## config.mk

```make
export PLATFORM = sky130hd
export DESIGN_NAME = branch_resolve_unit_flat
export DESIGN_NICKNAME = d
export VERILOG_FILES = /design/src/rtl/branch_resolve_unit_pkg.sv /design/src/rtl/branch_resolve_unit_if.sv /design/src/rtl/branch_resolve_unit_pred_pipe.sv /design/src/rtl/branch_resolve_unit.sv /design/src/flat_wrapper.sv
export SDC_FILE = /design/constraint.sdc
export NUM_CORES = 1
export LEC_CHECK = 0
export ABC_AREA = 1
export CORE_MARGIN = 2
export CORE_UTILIZATION = 25
export DETAILED_ROUTE_END_ITERATION = 10
export REMOVE_ABC_BUFFERS = 1
export SLEW_MARGIN = 5
export SYNTH_ARGS = -nofsm -noshare
export SYNTH_HDL_FRONTEND = slang
export SYNTH_SLANG_ARGS = --single-unit
```

## constraint.sdc

```tcl
create_clock -name clk -period 2.3 [get_ports clk]
set_input_delay 0.46 -clock clk [delete_from_list [all_inputs] [get_ports clk]]
set_output_delay 0.46 -clock clk [all_outputs]
set_load 0.01 [all_outputs]
```

## src/rtl/branch_resolve_unit_pkg.sv

```systemverilog
// Shared constants and FSM encoding for the branch resolve unit.
package branch_resolve_unit_pkg;

  localparam int unsigned ENTRY_BITS_DEF = 8;
  localparam int unsigned ADDR_W         = 32;

  typedef enum logic {
    IDLE    = 1'b0,
    RECOVER = 1'b1
  } bru_state_e;

endpackage

```

## src/rtl/branch_resolve_unit_if.sv

```systemverilog
// Pipeline-side bundle of the branch resolve unit; optional perf counters
// are present only when BRU_PERF_CNT_EN is defined.
interface branch_resolve_unit_if
  import branch_resolve_unit_pkg::*;
#(
  parameter int unsigned ENTRY_BITS = ENTRY_BITS_DEF
);

  logic [ADDR_W-1:0]     PC_F;
  logic                  PrPCSrc_F;
  logic [ADDR_W-1:0]     PrALUResult_F;
  logic                  StallD;
  logic                  FlushD;
  logic                  StallE;
  logic                  FlushE;
  logic                  Branch_E;
  logic                  PCSrc_E;
  logic [ADDR_W-1:0]     ALUResult_E;
  logic [ADDR_W-1:0]     PC_plus4_E;
  logic [ENTRY_BITS-1:0] PC_E;
  logic                  WE_PrPCSrc;
  logic                  WE_PrALUResult;
  logic                  Mispredict_E;
  logic [ADDR_W-1:0]     PC_Redirect;
  logic                  BrFlush;
`ifdef BRU_PERF_CNT_EN
  logic [31:0]           BrCount;
  logic [31:0]           MissCount;

  modport slave (
    input  PC_F, PrPCSrc_F, PrALUResult_F, StallD, FlushD, StallE, FlushE,
           Branch_E, PCSrc_E, ALUResult_E, PC_plus4_E,
    output PC_E, WE_PrPCSrc, WE_PrALUResult, Mispredict_E, PC_Redirect, BrFlush,
           BrCount, MissCount
  );
  modport master (
    output PC_F, PrPCSrc_F, PrALUResult_F, StallD, FlushD, StallE, FlushE,
           Branch_E, PCSrc_E, ALUResult_E, PC_plus4_E,
    input  PC_E, WE_PrPCSrc, WE_PrALUResult, Mispredict_E, PC_Redirect, BrFlush,
           BrCount, MissCount
  );
`else
  modport slave (
    input  PC_F, PrPCSrc_F, PrALUResult_F, StallD, FlushD, StallE, FlushE,
           Branch_E, PCSrc_E, ALUResult_E, PC_plus4_E,
    output PC_E, WE_PrPCSrc, WE_PrALUResult, Mispredict_E, PC_Redirect, BrFlush
  );
  modport master (
    output PC_F, PrPCSrc_F, PrALUResult_F, StallD, FlushD, StallE, FlushE,
           Branch_E, PCSrc_E, ALUResult_E, PC_plus4_E,
    input  PC_E, WE_PrPCSrc, WE_PrALUResult, Mispredict_E, PC_Redirect, BrFlush
  );
`endif

endinterface

```

## src/rtl/branch_resolve_unit_pred_pipe.sv

```systemverilog
// One pipeline stage of prediction side-band (taken flag, target, index)
// with flush-over-stall priority.
module bru_pred_pipe
  import branch_resolve_unit_pkg::*;
#(
  parameter int unsigned IDX_W = ENTRY_BITS_DEF
) (
  input  logic              clk,
  input  logic              nrst,
  input  logic              stall_i,
  input  logic              flush_i,
  input  logic              flag_i,
  input  logic [ADDR_W-1:0] target_i,
  input  logic [IDX_W-1:0]  idx_i,
  output logic              flag_o,
  output logic [ADDR_W-1:0] target_o,
  output logic [IDX_W-1:0]  idx_o
);

  logic              flag_q,   flag_d;
  logic [ADDR_W-1:0] target_q, target_d;
  logic [IDX_W-1:0]  idx_q,    idx_d;

  always_comb begin
    flag_d   = flag_q;
    target_d = target_q;
    idx_d    = idx_q;
    if (flush_i) begin
      flag_d   = 1'b0;
      target_d = '0;
      idx_d    = '0;
    end else if (!stall_i) begin
      flag_d   = flag_i;
      target_d = target_i;
      idx_d    = idx_i;
    end
  end

  always_ff @(posedge clk or negedge nrst) begin
    if (!nrst) begin
      flag_q   <= 1'b0;
      target_q <= '0;
      idx_q    <= '0;
    end else begin
      flag_q   <= flag_d;
      target_q <= target_d;
      idx_q    <= idx_d;
    end
  end

  assign flag_o   = flag_q;
  assign target_o = target_q;
  assign idx_o    = idx_q;

endmodule

```

## src/rtl/branch_resolve_unit.sv

```systemverilog
// Resolves fetch-stage predictions in E, trains the BHT/BTB and redirects fetch.
// Optional BRU_PERF_CNT_EN adds saturating branch/mispredict counters.
module branch_resolve_unit
  import branch_resolve_unit_pkg::*;
#(
  parameter int unsigned ENTRY_BITS     = ENTRY_BITS_DEF,
  parameter int unsigned RECOVER_CYCLES = 1
) (
  input  logic                 clk,
  input  logic                 nrst,
  branch_resolve_unit_if.slave bus
);

  logic                  pr_d, pr_e;
  logic [ADDR_W-1:0]     ta_d, ta_e;
  logic [ENTRY_BITS-1:0] idx_d, idx_e;
  logic                  br_flush;

  bru_pred_pipe #(.IDX_W(ENTRY_BITS)) u_pipe_d (
    .clk      (clk),
    .nrst     (nrst),
    .stall_i  (bus.StallD),
    .flush_i  (bus.FlushD | br_flush),
    .flag_i   (bus.PrPCSrc_F),
    .target_i (bus.PrALUResult_F),
    .idx_i    (bus.PC_F[ENTRY_BITS+1:2]),
    .flag_o   (pr_d),
    .target_o (ta_d),
    .idx_o    (idx_d)
  );

  bru_pred_pipe #(.IDX_W(ENTRY_BITS)) u_pipe_e (
    .clk      (clk),
    .nrst     (nrst),
    .stall_i  (bus.StallE),
    .flush_i  (bus.FlushE | br_flush),
    .flag_i   (pr_d),
    .target_i (ta_d),
    .idx_i    (idx_d),
    .flag_o   (pr_e),
    .target_o (ta_e),
    .idx_o    (idx_e)
  );

  bru_state_e        state_q, state_d;
  logic [1:0]        cnt_q, cnt_d;
  logic              active, act_taken, tgt_diff;
  logic              we_pc, we_ta, mis;
  logic [ADDR_W-1:0] redir;

  // Gating with nrst keeps every output low while reset is asserted,
  // even if the E-stage inputs from upstream are still toggling.
  always_comb begin
    active    = nrst && (state_q == IDLE) && !bus.StallE;
    act_taken = bus.Branch_E & bus.PCSrc_E;
    tgt_diff  = (ta_e != bus.ALUResult_E);
    we_pc     = 1'b0;
    we_ta     = 1'b0;
    mis       = 1'b0;
    redir     = '0;
    if (active) begin
      we_pc = bus.Branch_E | pr_e;
      we_ta = act_taken & (!pr_e | tgt_diff);
      if (pr_e && !act_taken) begin
        mis   = 1'b1;
        redir = bus.PC_plus4_E;
      end else if (we_ta) begin
        mis   = 1'b1;
        redir = bus.ALUResult_E;
      end
    end
  end

  always_comb begin
    state_d = state_q;
    cnt_d   = cnt_q;
    case (state_q)
      IDLE: begin
        if (mis) begin
          state_d = RECOVER;
          cnt_d   = 2'(RECOVER_CYCLES - 1);
        end
      end
      RECOVER: begin
        if (cnt_q == 2'd0) state_d = IDLE;
        else               cnt_d   = cnt_q - 2'd1;
      end
      default: state_d = IDLE;
    endcase
  end

  always_ff @(posedge clk or negedge nrst) begin
    if (!nrst) begin
      state_q <= IDLE;
      cnt_q   <= '0;
    end else begin
      state_q <= state_d;
      cnt_q   <= cnt_d;
    end
  end

  assign br_flush           = mis;
  assign bus.PC_E           = idx_e;
  assign bus.WE_PrPCSrc     = we_pc;
  assign bus.WE_PrALUResult = we_ta;
  assign bus.Mispredict_E   = mis;
  assign bus.PC_Redirect    = redir;
  assign bus.BrFlush        = br_flush;

`ifdef BRU_PERF_CNT_EN
  logic [31:0] br_cnt_q, br_cnt_d, miss_cnt_q, miss_cnt_d;

  always_comb begin
    br_cnt_d   = br_cnt_q;
    miss_cnt_d = miss_cnt_q;
    if (we_pc && bus.Branch_E && (br_cnt_q != '1)) br_cnt_d = br_cnt_q + 32'd1;
    if (mis && (miss_cnt_q != '1))                  miss_cnt_d = miss_cnt_q + 32'd1;
  end

  always_ff @(posedge clk or negedge nrst) begin
    if (!nrst) begin
      br_cnt_q   <= '0;
      miss_cnt_q <= '0;
    end else begin
      br_cnt_q   <= br_cnt_d;
      miss_cnt_q <= miss_cnt_d;
    end
  end

  assign bus.BrCount   = br_cnt_q;
  assign bus.MissCount = miss_cnt_q;
`endif

endmodule

```

## src/flat_wrapper.sv

```systemverilog
// flat-port wrapper written by rule: the top's interface ports become plain ports
module branch_resolve_unit_flat import branch_resolve_unit_pkg::*;
#(
  parameter int unsigned ENTRY_BITS     = ENTRY_BITS_DEF,
  parameter int unsigned RECOVER_CYCLES = 1
)
  (clk, nrst, bus_PC_F, bus_PrPCSrc_F, bus_PrALUResult_F, bus_StallD, bus_FlushD, bus_StallE, bus_FlushE, bus_Branch_E, bus_PCSrc_E, bus_ALUResult_E, bus_PC_plus4_E, bus_PC_E, bus_WE_PrPCSrc, bus_WE_PrALUResult, bus_Mispredict_E, bus_PC_Redirect, bus_BrFlush);
  branch_resolve_unit_if #(.ENTRY_BITS(ENTRY_BITS)) bus_i ();
  input  logic clk;
  input  logic nrst;
  input wire logic [$bits(bus_i.PC_F)-1:0] bus_PC_F;
  input wire logic [$bits(bus_i.PrPCSrc_F)-1:0] bus_PrPCSrc_F;
  input wire logic [$bits(bus_i.PrALUResult_F)-1:0] bus_PrALUResult_F;
  input wire logic [$bits(bus_i.StallD)-1:0] bus_StallD;
  input wire logic [$bits(bus_i.FlushD)-1:0] bus_FlushD;
  input wire logic [$bits(bus_i.StallE)-1:0] bus_StallE;
  input wire logic [$bits(bus_i.FlushE)-1:0] bus_FlushE;
  input wire logic [$bits(bus_i.Branch_E)-1:0] bus_Branch_E;
  input wire logic [$bits(bus_i.PCSrc_E)-1:0] bus_PCSrc_E;
  input wire logic [$bits(bus_i.ALUResult_E)-1:0] bus_ALUResult_E;
  input wire logic [$bits(bus_i.PC_plus4_E)-1:0] bus_PC_plus4_E;
  output wire logic [$bits(bus_i.PC_E)-1:0] bus_PC_E;
  output wire logic [$bits(bus_i.WE_PrPCSrc)-1:0] bus_WE_PrPCSrc;
  output wire logic [$bits(bus_i.WE_PrALUResult)-1:0] bus_WE_PrALUResult;
  output wire logic [$bits(bus_i.Mispredict_E)-1:0] bus_Mispredict_E;
  output wire logic [$bits(bus_i.PC_Redirect)-1:0] bus_PC_Redirect;
  output wire logic [$bits(bus_i.BrFlush)-1:0] bus_BrFlush;
  assign bus_i.PC_F = bus_PC_F;
  assign bus_i.PrPCSrc_F = bus_PrPCSrc_F;
  assign bus_i.PrALUResult_F = bus_PrALUResult_F;
  assign bus_i.StallD = bus_StallD;
  assign bus_i.FlushD = bus_FlushD;
  assign bus_i.StallE = bus_StallE;
  assign bus_i.FlushE = bus_FlushE;
  assign bus_i.Branch_E = bus_Branch_E;
  assign bus_i.PCSrc_E = bus_PCSrc_E;
  assign bus_i.ALUResult_E = bus_ALUResult_E;
  assign bus_i.PC_plus4_E = bus_PC_plus4_E;
  assign bus_PC_E = bus_i.PC_E;
  assign bus_WE_PrPCSrc = bus_i.WE_PrPCSrc;
  assign bus_WE_PrALUResult = bus_i.WE_PrALUResult;
  assign bus_Mispredict_E = bus_i.Mispredict_E;
  assign bus_PC_Redirect = bus_i.PC_Redirect;
  assign bus_BrFlush = bus_i.BrFlush;
  branch_resolve_unit #(.ENTRY_BITS(ENTRY_BITS), .RECOVER_CYCLES(RECOVER_CYCLES)) u_core (.clk(clk), .nrst(nrst), .bus(bus_i));
endmodule
```

# == Yosys cells after proc, flatten, opt, wreduce, memory -nomap -nowiden ==
# Cells that the tools add are included.
# word_totals
regBits,85
word_cells,55
# classes
add_sub_neg,1
n_eq_ne,5
muxes,26
bitwise,7
reduce_logical,8
# ops
operator,count
$mux W32,7
$mux W8,4
$ne A32 B32 Y1,1
$mux W1,11
$ne A2 B1 Y1 const B,3
$mux W2,2
$or A1 B1 Y1,4
$pmux W2 S2,1
$logic_and A1 B1 Y1,3
$logic_not A1 Y1,3
$and A1 B1 Y1,2
$logic_not A2 Y1,1
$ne A2 B2 Y1 const B,1
$pmux W1 S2,1
$reduce_and A2 Y1,1
$sub A2 B1 Y2 const B,1
$not A1 Y1,1

# == Longest topological paths before layout ==
# logic_depth
word_depth,8
depth_mapped,12
mapped_depth_nobuf,11

# == By module ==
# From an unflattened synthesis, not the netlist that was laid out.
# unflattened
cells_unflattened,621
hier_area_um2,4707.0
# by_module_without_submodules
mod,n_inst,cells_per_inst,area_each_um2,seq_area_each_um2
bru_pred_pipe,2,179,1742.9,1026.0
branch_resolve_unit,1,263,1221.2,75.1

# == Worst setup path after synthesis ==
# OpenSTA, ideal clock, no wires.
# synth_path
path_type,input port to output port
start,input bus_StallE
end,output bus_Mispredict_E
t_arrival_ns,1.634
required_time_ns,1.840
slack_ns,0.206
stages,8
path_cell_list,clkbuf_1 nor3_2 nand3_1 o21bai_2 buf_4 buf_4 nand2_1 buf_4
# synth_via
elab_chain_len,3
# synth_lines
element,line,source
start: declaration,flat_wrapper.sv:16,input wire logic [$bits(bus_i.StallE)-1:0] bus_StallE;
$logic_not A1 Y1,-,
$logic_and A1 B1 Y1,branch_resolve_unit.sv:54,active = nrst && (state_q == IDLE) && !bus.StallE;
$mux W1,branch_resolve_unit.sv:61,if (active) begin
end: declaration,flat_wrapper.sv:25,output wire logic [$bits(bus_i.Mispredict_E)-1:0] bus_Mispredict_E;
# No other way between the ends.

# == Final worst setup path ==
# layout_path
start,input bus_ALUResult_E[17]
end,output bus_PC_Redirect[31]
# layout_via
elab_chain_len,6
# layout_lines
element,line,source
start: declaration,flat_wrapper.sv:20,input wire logic [$bits(bus_i.ALUResult_E)-1:0] bus_ALUResult_E;
$ne A32 B32 Y1,branch_resolve_unit.sv:56,tgt_diff = (ta_e != bus.ALUResult_E);
$or A1 B1 Y1,branch_resolve_unit.sv:63,we_ta = act_taken & (!pr_e | tgt_diff);
$and A1 B1 Y1,branch_resolve_unit.sv:63,
$mux W32,branch_resolve_unit.sv:67,end else if (we_ta) begin
$mux W32,branch_resolve_unit.sv:64,if (pr_e && !act_taken) begin
$mux W32,branch_resolve_unit.sv:61,
end: declaration,flat_wrapper.sv:26,output wire logic [$bits(bus_i.PC_Redirect)-1:0] bus_PC_Redirect;
# No other way between the ends.

==> impl_metrics.csv <==
group,metric,value,unit
outcome,run_status,"complete, but fails checks",
outcome,violations,"setup timing",
synthesis,number_of_different_library_cells_in_the_post_synthesis_netlist,24,
worst_setup_path,worst-path-buf-inv,6,
worst_setup_path,crit_path_top_delay_cell,"sky130_fd_sc_hd__dlygate4sd2_1",
clock_tree,tritoncts,"yes",
die,fp-row-count,48,
cells_and_area,nets,918,
clock_tree,tritoncts.num_buffers,9,
sta,max_freq,0.3944,GHz
placement,routabilityCongestion,0.7376,
worst_setup_path,timing.critical_path.max_delay_family,"buffers and inverters",
flow_run,max_cap_violations,0,
placement,placedCellCount,971,
sta,hold_violations,0,
sta,fin_crit,2536,ps
worst_setup_path,critical_path.reg2reg.endpoint,"u_core.u_pipe_d.target_o[10]",
synthesis,synth.yosys.seq_area_share,47.65,%
drt,dr.pass1.iters,4,
cells_and_area,drive_above_1_share,25.86,%
worst_setup_path,setup.worst_path.end_class,"primary output",
synthesis,synth_area_leaders,"sky130_fd_sc_hd__dfrtp_1, sky130_fd_sc_hd__mux2i_1, sky130_fd_sc_hd__nand2_1, sky130_fd_sc_hd__nor2_1, sky130_fd_sc_hd__inv_1",
grt,grtUsageTotal,15.35,%
die,coreArea,0.01736,mm^2
grt,grt_overflow_total,0,
cells_and_area,syn2layout_area_growth,64.74,%
clock_tree,cts_num_sinks,85,
drt,drc,0,
sta,timing_worst_slew_pin_value,779.2,ps
sta,grt_setup_unrepaired,"true",
synthesis,ys_top_cells_by_count,"sky130_fd_sc_hd__nand2_1, sky130_fd_sc_hd__nor2_1, sky130_fd_sc_hd__inv_1",
synthesis,number_of_synthesized_register_bits,85,
worst_setup_path,max_stage_delay,240,ps
die,floorplan.initialDensity,25.72,%
cells_and_area,post_layout_nonfiller_instances,1012,
synthesis,synth_enable_flop_cells,0,
synthesis,synth.most_common_cell,"sky130_fd_sc_hd__nand2_1",
worst_setup_path,worst_reg2reg_setup_slack,170,ps
grt,grt_first_pass_wirelength,21770,um
grt,first_global_vias,4208,
placement,portBuffers,156,
worst_setup_path,startpoint_types,"input pin",
pwr,pwr_density_cell,530.0,mW/mm^2
grt,grt_antenna_before_repair,3,
drt,detail_route.vias_per_cell,4.239,
die,fp.dieH,137.6,um
worst_setup_path,critPathArrivalTime,2080,ps
synthesis,synthesis.instances,559,
die,design.die.area,0.01894,mm^2
min_path,hold_path.class,"in -> async",
drt,routed_wire_length_per_instance,15.06,um
pwr,power.leakage,0.003802,uW
worst_setup_path,cp.required,1840,ps
cells_and_area,n_fill_cell,1801,
drt,starting_drt_drc_count,139,
sta,timing.final.setup_violations,35,
synthesis,synth_largest_type_area_fraction,47.65,%
die,top_level_ports,181,
pwr,ir_drop_worst_case_vdd,0.3506,mV
synthesis,synth_area,0.004464,mm^2
synthesis,ys_dominant_reg_cell,"sky130_fd_sc_hd__dfrtp_1",
clock_tree,htree_levels,3,
drt,final_antenna_net_count,0,
worst_setup_path,crit_fanout,6,
clock_tree,clock_tree.buffer_depth,2,
worst_setup_path,worstPathCellList,"dlygate4sd2_1 -> inv_1 -> nand2_1 -> nand2_1 -> nor2_1 -> nand2_2 -> nor2_2 -> nand3_2 -> o21bai_4 -> buf_6 -> buf_6 -> buf_12 -> o22ai_1 -> buf_2",
clock_tree,clock_insertion_delay_worst_skew,350,ps
drt,vias,4290,
synthesis,ys.warnings.count,0,
worst_setup_path,critical_path_class,"in -> out",
die,fp.dieW,137.6,um
synthesis,post_synth.cell_area_avg,7.986,um^2
synthesis,proportion_of_synthesized_flip_flops_having_asynchronous_set_or_reset,100.0,%
sta,final_max_slew_violation_count,0,
clock_tree,clockRootBuffer,"sky130_fd_sc_hd__clkbuf_16",
synthesis,netlist.top_cell.by_area,"sky130_fd_sc_hd__dfrtp_1",
sta,worst_clock_skew,7.386,ps
grt,grt_start_max_net_pins,69,
pwr,finalPower,3898,uW
worst_setup_path,r2r_start,"u_core.u_pipe_e.target_o[30]",
cells_and_area,final_core_util,42.37,%
sta,fin_crit_sh,110.2,%
worst_setup_path,reg2reg_depth,14,
clock_tree,quantity_of_hold_fixing_buffers_added_after_cts,0,
clock_tree,path_clk_slew,60,ps
sta,worst_setup_slack_after_layout,-235.6,ps
drt,route.final.wire_length,15240,um
placement,hpwlAfterDp,9309,um
sta,slew_headroom,48.05,%
report_power, final:
part | internal (uW) | switching [uW] | total [uW]
logic | 432 | 381 | 813
clock network | 869 | 602 | 1470
registers | 1570 | 41.2 | 1620
cell type report:
| cell class | instances | area [um^2] | area share [%] |
|---|---|---|---|
| inverters | 87 | 334.1 | 4.542 |
| diodes | 2 | 5.005 | 0.06805 |
| multi-input cells | 358 | 2088 | 28.39 |
| flip-flops and latches | 85 | 2127 | 28.92 |
| repair buffers | 238 | 2213 | 30.10 |
| clock buffers | 12 | 246.5 | 3.351 |
| repair inverters | 1 | 11.26 | 0.1531 |
| clock inverters | 4 | 47.55 | 0.6465 |
| well taps | 225 | 281.5 | 3.828 |
registers in the layout (all words and copies together) (netlist names):
register	count
u_core.u_pipe_e.idx_o	8
u_core.u_pipe_d.flag_o	1
u_core.u_pipe_e.flag_o	1
u_core.u_pipe_e.target_o	32
u_core.u_pipe_d.target_o	32
u_core.state_q	1
u_core.u_pipe_d.idx_o	8
u_core.cnt_q	2
cell families (layout without fill, tap and decap cells):
kind of cell	Yosys count	count (layout)	share of synthesized area, %
adder cells (fa/ha/maj)	1	1	0.2802
other	0	2	0
multiplexers	52	52	11.66
flip-flops	85	85	47.65
AND/OR/NAND/NOR	232	232	20.24
buffers and inverters	116	342	10.40
AO/OA/AOI/OAI	64	64	8.016
XOR/XNOR	9	9	1.766
worst max path at each step:
stage / from / depth (start not counted) / to
floorplan: bus_ALUResult_E[8] / 10 / u_core.u_pipe_d.flag_o
global placement: bus_ALUResult_E[30] / 13 / bus_PC_Redirect[20]
detailed placement: bus_ALUResult_E[19] / 13 / bus_PC_Redirect[16]
CTS: u_core.u_pipe_e.target_o[3] / 13 / bus_PC_Redirect[10]
global route: u_core.u_pipe_e.target_o[29] / 12 / bus_PC_Redirect[31]
finish: bus_ALUResult_E[17] / 14 / bus_PC_Redirect[31]
routing by layer:
metal  vias to the layer above  GRT usage, %  part of all wire, %
met1                      1965         20.12                   46
li1                       2179             -                    -
met2                       129         23.91                   44
met4                         2         4.525                  1.7
met3                        15         5.298                  8.3
met5                         -             0                0.085
stage by stage:
step / setup WS [ps] / hold slack [ps] / instance area [um^2] / setup TNS, ps
global route: -380.5 / 299.7 / 7352 / -11620
global placement: -801.4 / 509.8 / 6688 / -50540
detailed placement: -809.4 / 511.8 / 6688 / -50540
floorplan: -484.1 / 164.4 / 4327 / -40870
CTS: -289.5 / 263.4 / 7052 / -8277
finish: -235.6 / 255.4 / 7355 / -6440
layout by cell type (no fill, tap or decap), types with 3 or more instances in the layout:
cell type                         instances
sky130_fd_sc_hd__buf_12                   6
sky130_fd_sc_hd__buf_4                   60
sky130_fd_sc_hd__o21ai_1                  7
sky130_fd_sc_hd__dfrtp_1                 85
sky130_fd_sc_hd__buf_2                   36
sky130_fd_sc_hd__nor2_2                  23
sky130_fd_sc_hd__nand3b_1                 3
sky130_fd_sc_hd__clkdlybuf4s50_1         86
sky130_fd_sc_hd__o21ai_0                 27
sky130_fd_sc_hd__clkbuf_16               14
sky130_fd_sc_hd__xnor2_1                  8
sky130_fd_sc_hd__buf_6                    9
sky130_fd_sc_hd__nand2_2                 16
sky130_fd_sc_hd__o22ai_1                 17
sky130_fd_sc_hd__nand3_2                  3
sky130_fd_sc_hd__buf_16                   3
sky130_fd_sc_hd__nand2_1                101
sky130_fd_sc_hd__inv_2                    7
sky130_fd_sc_hd__inv_1                   79
sky130_fd_sc_hd__mux2i_1                 52
sky130_fd_sc_hd__nand3_1                  4
sky130_fd_sc_hd__a21oi_1                  3
sky130_fd_sc_hd__dlygate4sd2_1           30
sky130_fd_sc_hd__o22ai_2                  6
sky130_fd_sc_hd__nor2_4                   5
sky130_fd_sc_hd__nor2_1                  72
what timing repair did:
action / CTS / global route
hold endpoints to repair: 0 / 0
buffers inserted: 12 / 4
pin swaps: 30 / 18
resized for setup: 208 / 63
endpoints found under the setup margin: 35 / 117
gates cloned: 4 / 6
Power figures use the tool's default switching activity.
